--- src/rtl/unidad_control_multiciclo_pkg.sv ---
// Shared definitions for the multicycle control unit: state codes, opcodes,
// ALU operation codes and the per-state control word decode.
package uc_pkg;

   typedef enum logic [3:0] {
      FETCH   = 4'd0,
      DECODE  = 4'd1,
      EXEC_R  = 4'd2,
      DIR_MEM = 4'd3,
      LEE_MEM = 4'd4,
      ESC_MEM = 4'd5,
      WB_R    = 4'd6,
      WB_MEM  = 4'd7,
      SALTO   = 4'd8,
      ERROR   = 4'd9
   } estado_t;

   localparam logic [5:0] OP_R   = 6'b000000;
   localparam logic [5:0] OP_LW  = 6'b100011;
   localparam logic [5:0] OP_SW  = 6'b101011;
   localparam logic [5:0] OP_BEQ = 6'b000100;

   localparam logic [1:0] ALU_ADD   = 2'b00;
   localparam logic [1:0] ALU_SUB   = 2'b01;
   localparam logic [1:0] ALU_FUNCT = 2'b10;

   typedef struct packed {
      logic       mem_req;
      logic       mem_read;
      logic       mem_write;
      logic       ir_write;
      logic       pc_write;
      logic       pc_write_cond;
      logic       reg_write;
      logic       mem_to_reg;
      logic [1:0] alu_op;
      logic       error;
   } ctrl_t;

   // Control word is a pure function of the state (Moore decode).
   function automatic ctrl_t decodifica(estado_t e);
      ctrl_t c;
      c = '0;
      case (e)
         FETCH: begin
            c.mem_req  = 1'b1;
            c.mem_read = 1'b1;
            c.ir_write = 1'b1;
            c.pc_write = 1'b1;
            c.alu_op   = ALU_ADD;
         end
         EXEC_R:  c.alu_op = ALU_FUNCT;
         DIR_MEM: c.alu_op = ALU_ADD;
         LEE_MEM: begin
            c.mem_req  = 1'b1;
            c.mem_read = 1'b1;
         end
         ESC_MEM: begin
            c.mem_req   = 1'b1;
            c.mem_write = 1'b1;
         end
         WB_R:    c.reg_write = 1'b1;
         WB_MEM: begin
            c.reg_write  = 1'b1;
            c.mem_to_reg = 1'b1;
         end
         SALTO: begin
            c.alu_op        = ALU_SUB;
            c.pc_write_cond = 1'b1;
         end
         ERROR:   c.error = 1'b1;
         default: ;
      endcase
      return c;
   endfunction

endpackage

--- src/rtl/unidad_control_multiciclo_contador_espera.sv ---
// Memory wait counter: counts stalled cycles of one access and flags the
// cycle whose stall would reach the MAX_ESPERA limit.
module contador_espera #(
   parameter int unsigned MAX_ESPERA = 15
) (
   input  logic clk,
   input  logic rst_n,
   input  logic clear,
   input  logic enable,
   output logic limite
);

   localparam int unsigned W = $clog2(MAX_ESPERA + 1);

   logic [W-1:0] cnt_q, cnt_d;

   always_comb begin
      cnt_d = cnt_q;
      if (clear)
         cnt_d = '0;
      else if (enable && (cnt_q != W'(MAX_ESPERA)))
         cnt_d = cnt_q + 1'b1;
   end

   // High during the stalled cycle whose increment reaches the limit.
   assign limite = enable && (cnt_q == W'(MAX_ESPERA - 1));

   always_ff @(posedge clk or negedge rst_n) begin
      if (!rst_n)
         cnt_q <= '0;
      else
         cnt_q <= cnt_d;
   end

endmodule

--- src/rtl/unidad_control_multiciclo.sv ---
// Multicycle processor control unit (Moore FSM, registered outputs).
// Define UC_CONTADOR_INSTR_EN to build the retired-instruction counter.
module unidad_control_multiciclo
   import uc_pkg::*;
#(
   parameter int unsigned ANCHO_OP   = 6,
   parameter int unsigned MAX_ESPERA = 15,
   parameter int unsigned ANCHO_CONT = 16
) (
   input  logic                  clk,
   input  logic                  rst_n,
   input  logic [ANCHO_OP-1:0]   op,
   input  logic                  mem_listo,
   output logic                  mem_req,
   output logic                  MemRead,
   output logic                  MemToWrite,
   output logic                  IRWrite,
   output logic                  PCWrite,
   output logic                  PCWriteCond,
   output logic                  RegWrite,
   output logic                  MemToReg,
   output logic [1:0]            AluOp,
   output logic [3:0]            estado,
   output logic                  op_invalida,
   output logic                  error,
   output logic [ANCHO_CONT-1:0] instr_cont
);

   localparam logic [ANCHO_OP-1:0] OPC_R   = ANCHO_OP'(OP_R);
   localparam logic [ANCHO_OP-1:0] OPC_LW  = ANCHO_OP'(OP_LW);
   localparam logic [ANCHO_OP-1:0] OPC_SW  = ANCHO_OP'(OP_SW);
   localparam logic [ANCHO_OP-1:0] OPC_BEQ = ANCHO_OP'(OP_BEQ);

   estado_t             state_q, state_d;
   logic [ANCHO_OP-1:0] op_reg_q, op_reg_d;
   ctrl_t               ctrl_q, ctrl_d;
   logic                op_invalida_q, op_invalida_d;
   logic                limite, clr_espera, en_espera;

   // Stall counting is keyed off the registered mem_req, so no input reaches an output.
   assign en_espera  = ctrl_q.mem_req && !mem_listo;
   assign clr_espera = (state_d != state_q);

   contador_espera #(
      .MAX_ESPERA(MAX_ESPERA)
   ) u_espera (
      .clk    (clk),
      .rst_n  (rst_n),
      .clear  (clr_espera),
      .enable (en_espera),
      .limite (limite)
   );

   always_comb begin
      state_d  = state_q;
      op_reg_d = op_reg_q;
      case (state_q)
         FETCH: begin
            if (mem_listo) begin
               op_reg_d = op;
               state_d  = DECODE;
            end else if (limite) begin
               state_d = ERROR;
            end
         end
         DECODE: begin
            if (op_reg_q == OPC_R)
               state_d = EXEC_R;
            else if ((op_reg_q == OPC_LW) || (op_reg_q == OPC_SW))
               state_d = DIR_MEM;
            else if (op_reg_q == OPC_BEQ)
               state_d = SALTO;
            else
               state_d = FETCH;
         end
         EXEC_R:  state_d = WB_R;
         WB_R:    state_d = FETCH;
         DIR_MEM: begin
            if (op_reg_q == OPC_LW)
               state_d = LEE_MEM;
            else if (op_reg_q == OPC_SW)
               state_d = ESC_MEM;
            else
               state_d = FETCH;
         end
         LEE_MEM: begin
            if (mem_listo)
               state_d = WB_MEM;
            else if (limite)
               state_d = ERROR;
         end
         WB_MEM:  state_d = FETCH;
         ESC_MEM: begin
            if (mem_listo)
               state_d = FETCH;
            else if (limite)
               state_d = ERROR;
         end
         SALTO:   state_d = FETCH;
         ERROR:   state_d = ERROR;
         default: state_d = FETCH;
      endcase

      ctrl_d        = decodifica(state_d);
      op_invalida_d = (state_d == DECODE) &&
                      !(op_reg_d inside {OPC_R, OPC_LW, OPC_SW, OPC_BEQ});
   end

   always_ff @(posedge clk or negedge rst_n) begin
      if (!rst_n) begin
         state_q       <= FETCH;
         op_reg_q      <= '0;
         ctrl_q        <= decodifica(FETCH);
         op_invalida_q <= 1'b0;
      end else begin
         state_q       <= state_d;
         op_reg_q      <= op_reg_d;
         ctrl_q        <= ctrl_d;
         op_invalida_q <= op_invalida_d;
      end
   end

`ifdef UC_CONTADOR_INSTR_EN
   logic [ANCHO_CONT-1:0] instr_cont_q, instr_cont_d;
   logic                  retira;

   always_comb begin
      retira       = (state_d == FETCH) &&
                     (state_q inside {WB_R, WB_MEM, ESC_MEM, SALTO});
      instr_cont_d = instr_cont_q;
      if (retira)
         instr_cont_d = instr_cont_q + 1'b1;
   end

   always_ff @(posedge clk or negedge rst_n) begin
      if (!rst_n)
         instr_cont_q <= '0;
      else
         instr_cont_q <= instr_cont_d;
   end

   assign instr_cont = instr_cont_q;
`else
   assign instr_cont = '0;
`endif

   assign mem_req     = ctrl_q.mem_req;
   assign MemRead     = ctrl_q.mem_read;
   assign MemToWrite  = ctrl_q.mem_write;
   assign IRWrite     = ctrl_q.ir_write;
   assign PCWrite     = ctrl_q.pc_write;
   assign PCWriteCond = ctrl_q.pc_write_cond;
   assign RegWrite    = ctrl_q.reg_write;
   assign MemToReg    = ctrl_q.mem_to_reg;
   assign AluOp       = ctrl_q.alu_op;
   assign estado      = state_q;
   assign op_invalida = op_invalida_q;
   assign error       = ctrl_q.error;

endmodule

--- config.mk ---
export PLATFORM = sky130hd
export DESIGN_NAME = unidad_control_multiciclo
export DESIGN_NICKNAME = d
export VERILOG_FILES = /design/src/rtl/unidad_control_multiciclo_pkg.sv /design/src/rtl/unidad_control_multiciclo_contador_espera.sv /design/src/rtl/unidad_control_multiciclo.sv
export SDC_FILE = /design/constraint.sdc
export NUM_CORES = 1
export LEC_CHECK = 0
export CAP_MARGIN = 20
export CORE_MARGIN = 1
export CORE_UTILIZATION = 40
export CTS_BUF_LIST = sky130_fd_sc_hd__clkbuf_4 sky130_fd_sc_hd__clkbuf_8
export CTS_CLUSTER_DIAMETER = 200
export DETAILED_ROUTE_END_ITERATION = 8
export HOLD_SLACK_MARGIN = 0.05
export PLACE_DENSITY = 0.81
export SLEW_MARGIN = 40
export SYNTH_ARGS = -nofsm -noshare
export SYNTH_HDL_FRONTEND = slang
export SYNTH_SLANG_ARGS = --single-unit
export TNS_END_PERCENT = 30
--- constraint.sdc ---
create_clock -name clk -period 1.7 [get_ports clk]
set_input_delay 0.51 -clock clk [delete_from_list [all_inputs] [get_ports clk]]
set_output_delay 0.51 -clock clk [all_outputs]
set_load 0.02 [all_outputs]
Yosys cells after proc, flatten, opt, wreduce, memory -nomap -nowiden
Index checks and enable logic that the tools add are counted.

word-level totals
  bits in registers = 26
  bits of input ports = 9
  output and inout bits = 32
  logic and storage cells = 77

operators by class
  add/subtract/negate cells = 1
  eq/ne operators = 23
  muxes and demuxes = 23
  reductions and logical operators = 16

operators by type and width
  cell                   number
  $mux W4                9
  $pmux W4 S7            1
  $eq A4 B3 Y1 const B   6
  $eq A6 B6 Y1 const B   4
  $eq A4 B4 Y1 const B   4
  $eq A4 B2 Y1 const B   3
  $eq A6 B3 Y1 const B   2
  $logic_not A6 Y1       2
  $mux W6                2
  $eq A4 B1 Y1 const B   2
  $logic_not A4 Y1       2
  $mux W1                7
  $mux W3                2
  $add A4 B1 Y4 const B  1
  $logic_and A1 B1 Y1    4
  $ne A4 B4 Y1           1
  $ne A4 B4 Y1 const B   1
  $pmux W2 S2            1
  $reduce_bool A4 Y1     1
  $reduce_or A2 Y1       2
  $reduce_or A3 Y1       1
  $logic_not A1 Y1       2
  $mux W2                1
  $reduce_bool A2 Y1     1
  $logic_or A1 B1 Y1     1

Logic depth before layout (Yosys ltp)
  depth in word-level cells = 9
  mapped depth = 7
  mapped depth without buffers = 7

Hierarchy
A second synthesis with hierarchy kept.

second synthesis, totals
  cell total of the unflattened synthesis = 135
  area, all modules = 1435.1 um^2

by module, submodules not included
  module                     times used  cells each  area each (um^2)  seq. area each (um^2)
  unidad_control_multiciclo  1           112         1174.9            529.3
  contador_espera            1           23          260.2             100.1

Least setup slack after synthesis
No wires, ideal clock.

  path kind = reg2reg
  from = register state_q[3] (netlist: estado[3])
  to = register op_reg_q[0]
  library setup time = 0.125 ns
  arrival = 1.665 ns
  data required time = 1.575 ns
  path slack = -0.090 ns
  cell stages (with the launch flop) = 6
  path buffers = 2
  period minus slack after synthesis = 1.790 ns
  path through = dfrtp_1 buf_2 or2_1 buf_2 nor4_4 mux2_2

on the way
  longest elaborated chain between the ends = 2

ends and longest elaborated chain
  element                 line                              text
  from (decl)             unidad_control_multiciclo.sv:34   estado_t state_q, state_d;
  from (signal assigned)  unidad_control_multiciclo.sv:116  state_q <= state_d;
  $logic_not A4 Y1        unidad_control_multiciclo.sv:57   case (state_q)
  $mux W6                 unidad_control_multiciclo.sv:57
  net op_reg_d[0]         unidad_control_multiciclo.sv:35   logic [ANCHO_OP-1:0] op_reg_q, op_reg_d;
  to (signal assigned)    unidad_control_multiciclo.sv:117  op_reg_q <= op_reg_d;
  to (decl)               unidad_control_multiciclo.sv:35

The timed path passes the listed nets, and every way through them passes these cells.
A chain may end at the register's enable or synchronous reset.

==> results.yml <==
synth:
  synth.area.top_cells: "dfrtp_1 38%, buf_4 8.7%, dfstp_2 5.4%"
  ys_ff_latch: 25
  postSynthCellCount: 143
  synth_most_common_cell: "dfrtp_1"
  ys_types: 44
  synth.top_cell.area_share_pct: 37.5
  yosysTopAreaCell: "dfrtp_1"
  synth_edf_count: 0
  ys_async_sr_fraction_pct: 100
  synthTopCellsByCount: "22 x dfrtp_1, 17 x buf_4, 9 x nor3_1"
  seq_area_frac_synth_pct: 42.9
  synth_flop_cell: "dfrtp_1"
  syn_area_um2: 1470
  synth.avg_cell_area_um2: 10.3
  synth_warnings: 0
run:
  cap_violations: 0
worst_setup_path:
  rr_worst_depth: 7
  slowest_delay_ns: 0.43
  required_ns: 1.98
  path_class: "register to register"
  worstPathCellList: "inv_2 -> ha_4 -> nand4_1 -> nor4_2 -> o21ai_2 -> a2111oi_4 -> nor3_2"
  crit_slowest_cell: "dfrtp_1"
  critPathMaxFanout: 3
  start_kind: "register"
  critPathLaunch: "u_espera.cnt_q[0]"
  cp.arrival_ns: 2.01
  rr_endpoint: "mem_req"
  endpoint_kind: "register"
  rrSetupSlack_ns: -0.04
  rr_startpoint: "u_espera.cnt_q[0]"
power_and_ir_drop:
  total_power_mw: 3.25
  p_per_area_nw_per_um2: 1580
  irDropWorstVdd_uv: 826
  leakage_nw: 0.966
sta:
  rsz0062_at_grt: "yes"
  fmax_mhz: 576
  fin_crit_sh_pct: 102
  hold_viol: 0
  drv_slew: 0
  setup_slack_ns: -0.0365
  period_needed_ns: 1.74
  tns_ns: -0.0383
  finalSetupViolations: 2
  fin_skew_ns: 0.00298
clock_network:
  root_buffer: "clkbuf_4"
  cts_tree: "done"
  cts_made_buffers: 3
  cts_max_path_buffers: 2
  clock_sinks: 25
  clk_pin_slew_ns: 0.13
  clkLatencyLatePin_ns: 0.33
  cts_hold_buf: 0
  htreeDepth: 1
cells_and_area:
  final_cell_area_um2: 2050
  area_growth_pct: 40.0
  fin_nets: 202
  layout-drive-gt1-share_pct: 42.1
  n_antenna_cell: 0
outcome:
  violations: "setup timing"
  status: "complete, but fails checks"
routing:
  drt-initial-drc-count: 35
  vias: 1243
  routedWlPerCell_um: 15.7
  dr.pass1.iters: 4
  viasPerCell: 5.27
  drt-total-wl_um: 3700
  drtAntennaViolNets: 0
  remaining_drc_errors: 0
die:
  ios: 41
  start_util_pct: 43.0
  fp-row-count: 21
  core_area_um2: 3420
  dieArea_um2: 3920
  fp.dieW_um: 62.6
  die_h_um: 62.6
placement:
  post_dp_cell_area_um2: 1870
  gp_congestion: 0.919
  io_buffer_count: 24
  place_hpwl_um: 2480
grt:
  grt_max_degree: 26
  track_usage_pct: 18.3
  antenna_found_initial: 0
  grt_pass1_vias: 1274
  grt_overflow: 0
  grt_pass1_wl_um: 5710
hold_path:
  min-delay-path-class: "input port to async pin"
[cell families after synthesis]
kind of cell | Yosys count | share of synthesized area, %
xor+xnor | 1 | 0.597
mux | 8 | 5.97
flops | 25 | 42.9
buf+inv | 30 | 12.4
other cells | 1 | 0.256
fa+ha+maj | 2 | 1.70
simple gates | 54 | 21.8
compound gates | 22 | 14.4
[area by class of cell]
cell class | instances | area, um2
fillers | 294 | 1360
multi-input cells | 103 | 883
flip-flops and latches | 25 | 631
repair buffers | 51 | 427
well taps | 46 | 57.6
clock buffers | 4 | 30.0
inverters | 7 | 26.3
[stage by stage]
stage	util (%)	setup slack, ns	hold WS (ns)	cells
after global placement	54.7	-0.302	0.505	230
after CTS	56.2	-0.0463	0.529	234
after floorplan	-	-0.0898	0.214	158
after global routing	60.1	-0.116	0.567	236
after detailed placement	54.7	-0.381	0.512	230
final	60.1	-0.0365	0.516	236
[registers in the layout, indices dropped and copies added, names as in the netlist]
name and flops:
op_reg_q 6, estado 4, u_espera.cnt_q 4, AluOp 2, IRWrite 1, MemRead 1
MemToReg 1, MemToWrite 1, PCWriteCond 1, RegWrite 1, error 1, mem_req 1
op_invalida 1
[power by group]
group	switching, mW	leakage (nW)	total, mW	internal [mW]
Clock	0.184	0.0184	0.292	0.108
Combinational	1.08	0.630	1.97	0.887
Sequential	0.179	0.318	0.988	0.809
Total	1.44	0.966	3.25	1.80
[what timing repair did]
item                       4_1_cts  5_1_grt
setup buffers                    0        2
setup endpoints to repair       25       18
resized for setup               28       37
pin swaps                        1       12
[routing by layer]
layer	share of wire (%)	up-vias	global-route usage, %
met4	1.9	0	7.27
met3	3.3	7	2.37
met1	41	626	20.4
li1	-	571	-
met2	54	39	34.6
met5	0	-	0
[worst max-delay path, delay by kind of cell (launching register included)]
kind                       cells  cell delay, ns
and+or+nand+nor                3            0.55
AOI/OAI and AO/OA              2            0.46
DFF                            1            0.43
adders and majority gates      1            0.13
buffers and inverters          1            0.10
[layout by cell type (no fill, tap or decap), types with 2 or more instances in the layout]
cell,n
buf_4,25
dfrtp_1,21
conb_1,16
dlygate4sd2_1,12
nor3_2,7
clkdlybuf4s50_1,7
nand2b_1,6
inv_1,6
mux2_2,6
nor2_1,5
nand2_1,5
nor4_1,5
clkbuf_4,4
clkbuf_2,4
dfstp_2,3
a21oi_1,3
o21ai_2,3
nand4_1,2
nand3_1,2
o21a_1,2
and3_1,2
nor2b_1,2
nand2_2,2
a211oi_2,2
mux2i_1,2
[how the worst max path moves through the flow]
stage | to | slack [ns] | depth (start not counted)
final | mem_req | -0.04 | 7
after global routing | mem_req | -0.12 | 8
after CTS | mem_req | -0.05 | 7
after detailed placement | IRWrite | -0.38 | 5
after global placement | mem_req | -0.30 | 6
after floorplan | op_reg_q[0] | -0.09 | 5
Note: power is estimated with default switching activity, not from simulation.
==> variant, RTL diff (config.mk and constraints unchanged) <==
Set the parameter `ANCHO_CONT` to 8 (it was 16).
--- a/src/rtl/unidad_control_multiciclo.sv
+++ b/src/rtl/unidad_control_multiciclo.sv
@@ -6,5 +6,5 @@
    parameter int unsigned ANCHO_OP   = 6,
    parameter int unsigned MAX_ESPERA = 15,
-   parameter int unsigned ANCHO_CONT = 16
+   parameter int unsigned ANCHO_CONT = 8
 ) (
    input  logic                  clk,
Interface: changed (resized instr_cont); port bits go from 41 to 33. The function was not compared with the original's and may differ.
==> variant against the unedited design <==
The run still ends with setup timing left. Setup slack better by 22 ps. Total power down 1.2%. Global-route usage up 0.47 points. Synthesized area down 4.1%. Sequential cell count unchanged. Wire length down 11%. Worst hold slack better by 26 ps. Final area down 1.9%.
==> variant: results (changes against the unedited design) <==
cells_and_area:
  clkCellAreaFrac_pct: 1.366  # -0.096 points
  multi_input_cells: 95  # -7.8%
  multi_input_area_share_pct: 38.73  # -4.3 points
  fillers: 325  # +11%
  layout.nets: 203  # +0.50%
  fin_cells: 237  # +0.42%
  seq_share_pct: 31.28  # +0.59 points
  buffer_area_share_pct: 24.46  # +3.7 points
  n_all_buffers: 60  # +18%
global_routing:
  grtUsageMet3_pct: 2.521  # +0.15 points
  grt_pass1_wl_um: 5175  # -9.4%
  grt_use_total_pct: 18.78  # +0.47 points
  grt_pass1_vias: 1138  # -11%
  gr-usage-met1_pct: 25.13  # +4.7 points
  grt_max_degree: 26  # unchanged
setup_path:
  slowest_stage: "dfrtp_1"
  crit_arrival_ps: 1960  # -50 ps
  regToRegEndpoint: "MemToWrite"
  reg2reg_depth: 8  # +1
  cpPeakStageDelay_ps: 410  # -20 ps
  path_max_fanout: 4  # +1
pwr:
  vdd_ir_drop_max_mv: 0.9977  # +21%
  power_density_nw_per_um2: 1591  # +0.67%
  p_leak_nw: 0.9535  # -1.3%
place:
  hpwl_um: 2436  # -1.6%
  dpl_worst_slack_ps: -441.0  # -60.26 ps
  dp_cells: 228  # -0.87%
  place_area_um2: 1882  # +0.80%
worst_hold_path:
  hold_path.class: "primary input to async pin"
timing:
  fin_ws_ps: -15.01  # +21.54 ps
  skew_ps: 2.742  # -0.2415 ps
  timing.hold.ws_ps: 542.1  # +25.82 ps
  finalSetupViolations: 2  # unchanged
detailed_routing:
  wl_met3_um: 118  # -4.1%
  drt_iter0_markers: 37  # +5.7%
  met1Wirelength_um: 1430  # -6.0%
  met2_length_um: 1713  # -14%
  vias_per_cell: 4.945  # -6.1%
logic_synthesis:
  synth_top_cells_by_count: "22 x dfrtp_1, 9 x buf_4, 9 x nor3_1"
  seq_area_frac_synth_pct: 44.71  # +1.8 points
clock_tree:
  worstSkewPairLatency_ps: 310  # -20 ps
  post-cts-setup-buffers: 3  # +3
  cts_resized: 32  # +14%
outcome:
  violations: "setup timing"
  status: "complete, but fails checks"
[variant: critical path: cells and delay by family, from the launching register on]
family	cells	cell delay, ps
flops	1	410
buf+inv	3	410
compound gates	2	410
fa+ha+maj	1	120
simple gates	2	300
[variant: cells by family after synthesis]
| family | count (synthesis) | share of synthesized area (%) |
|---|---|---|
| other | 1 | 0.2664 |
| adder cells (fa/ha/maj) | 2 | 1.777 |
| flip-flops | 25 | 44.71 |
| XOR/XNOR | 1 | 0.6223 |
| AND/OR/NAND/NOR | 54 | 22.76 |
| buffers and inverters | 22 | 8.622 |
| multiplexers | 8 | 6.222 |
| AO/OA/AOI/OAI | 22 | 15.02 |
[variant: where the power goes]
group / total [mW] / internal (mW) / switching, mW
sequential: 0.933 / 0.808 / 0.126
combinational: 2.02 / 0.969 / 1.05
clock: 0.259 / 0.0879 / 0.171
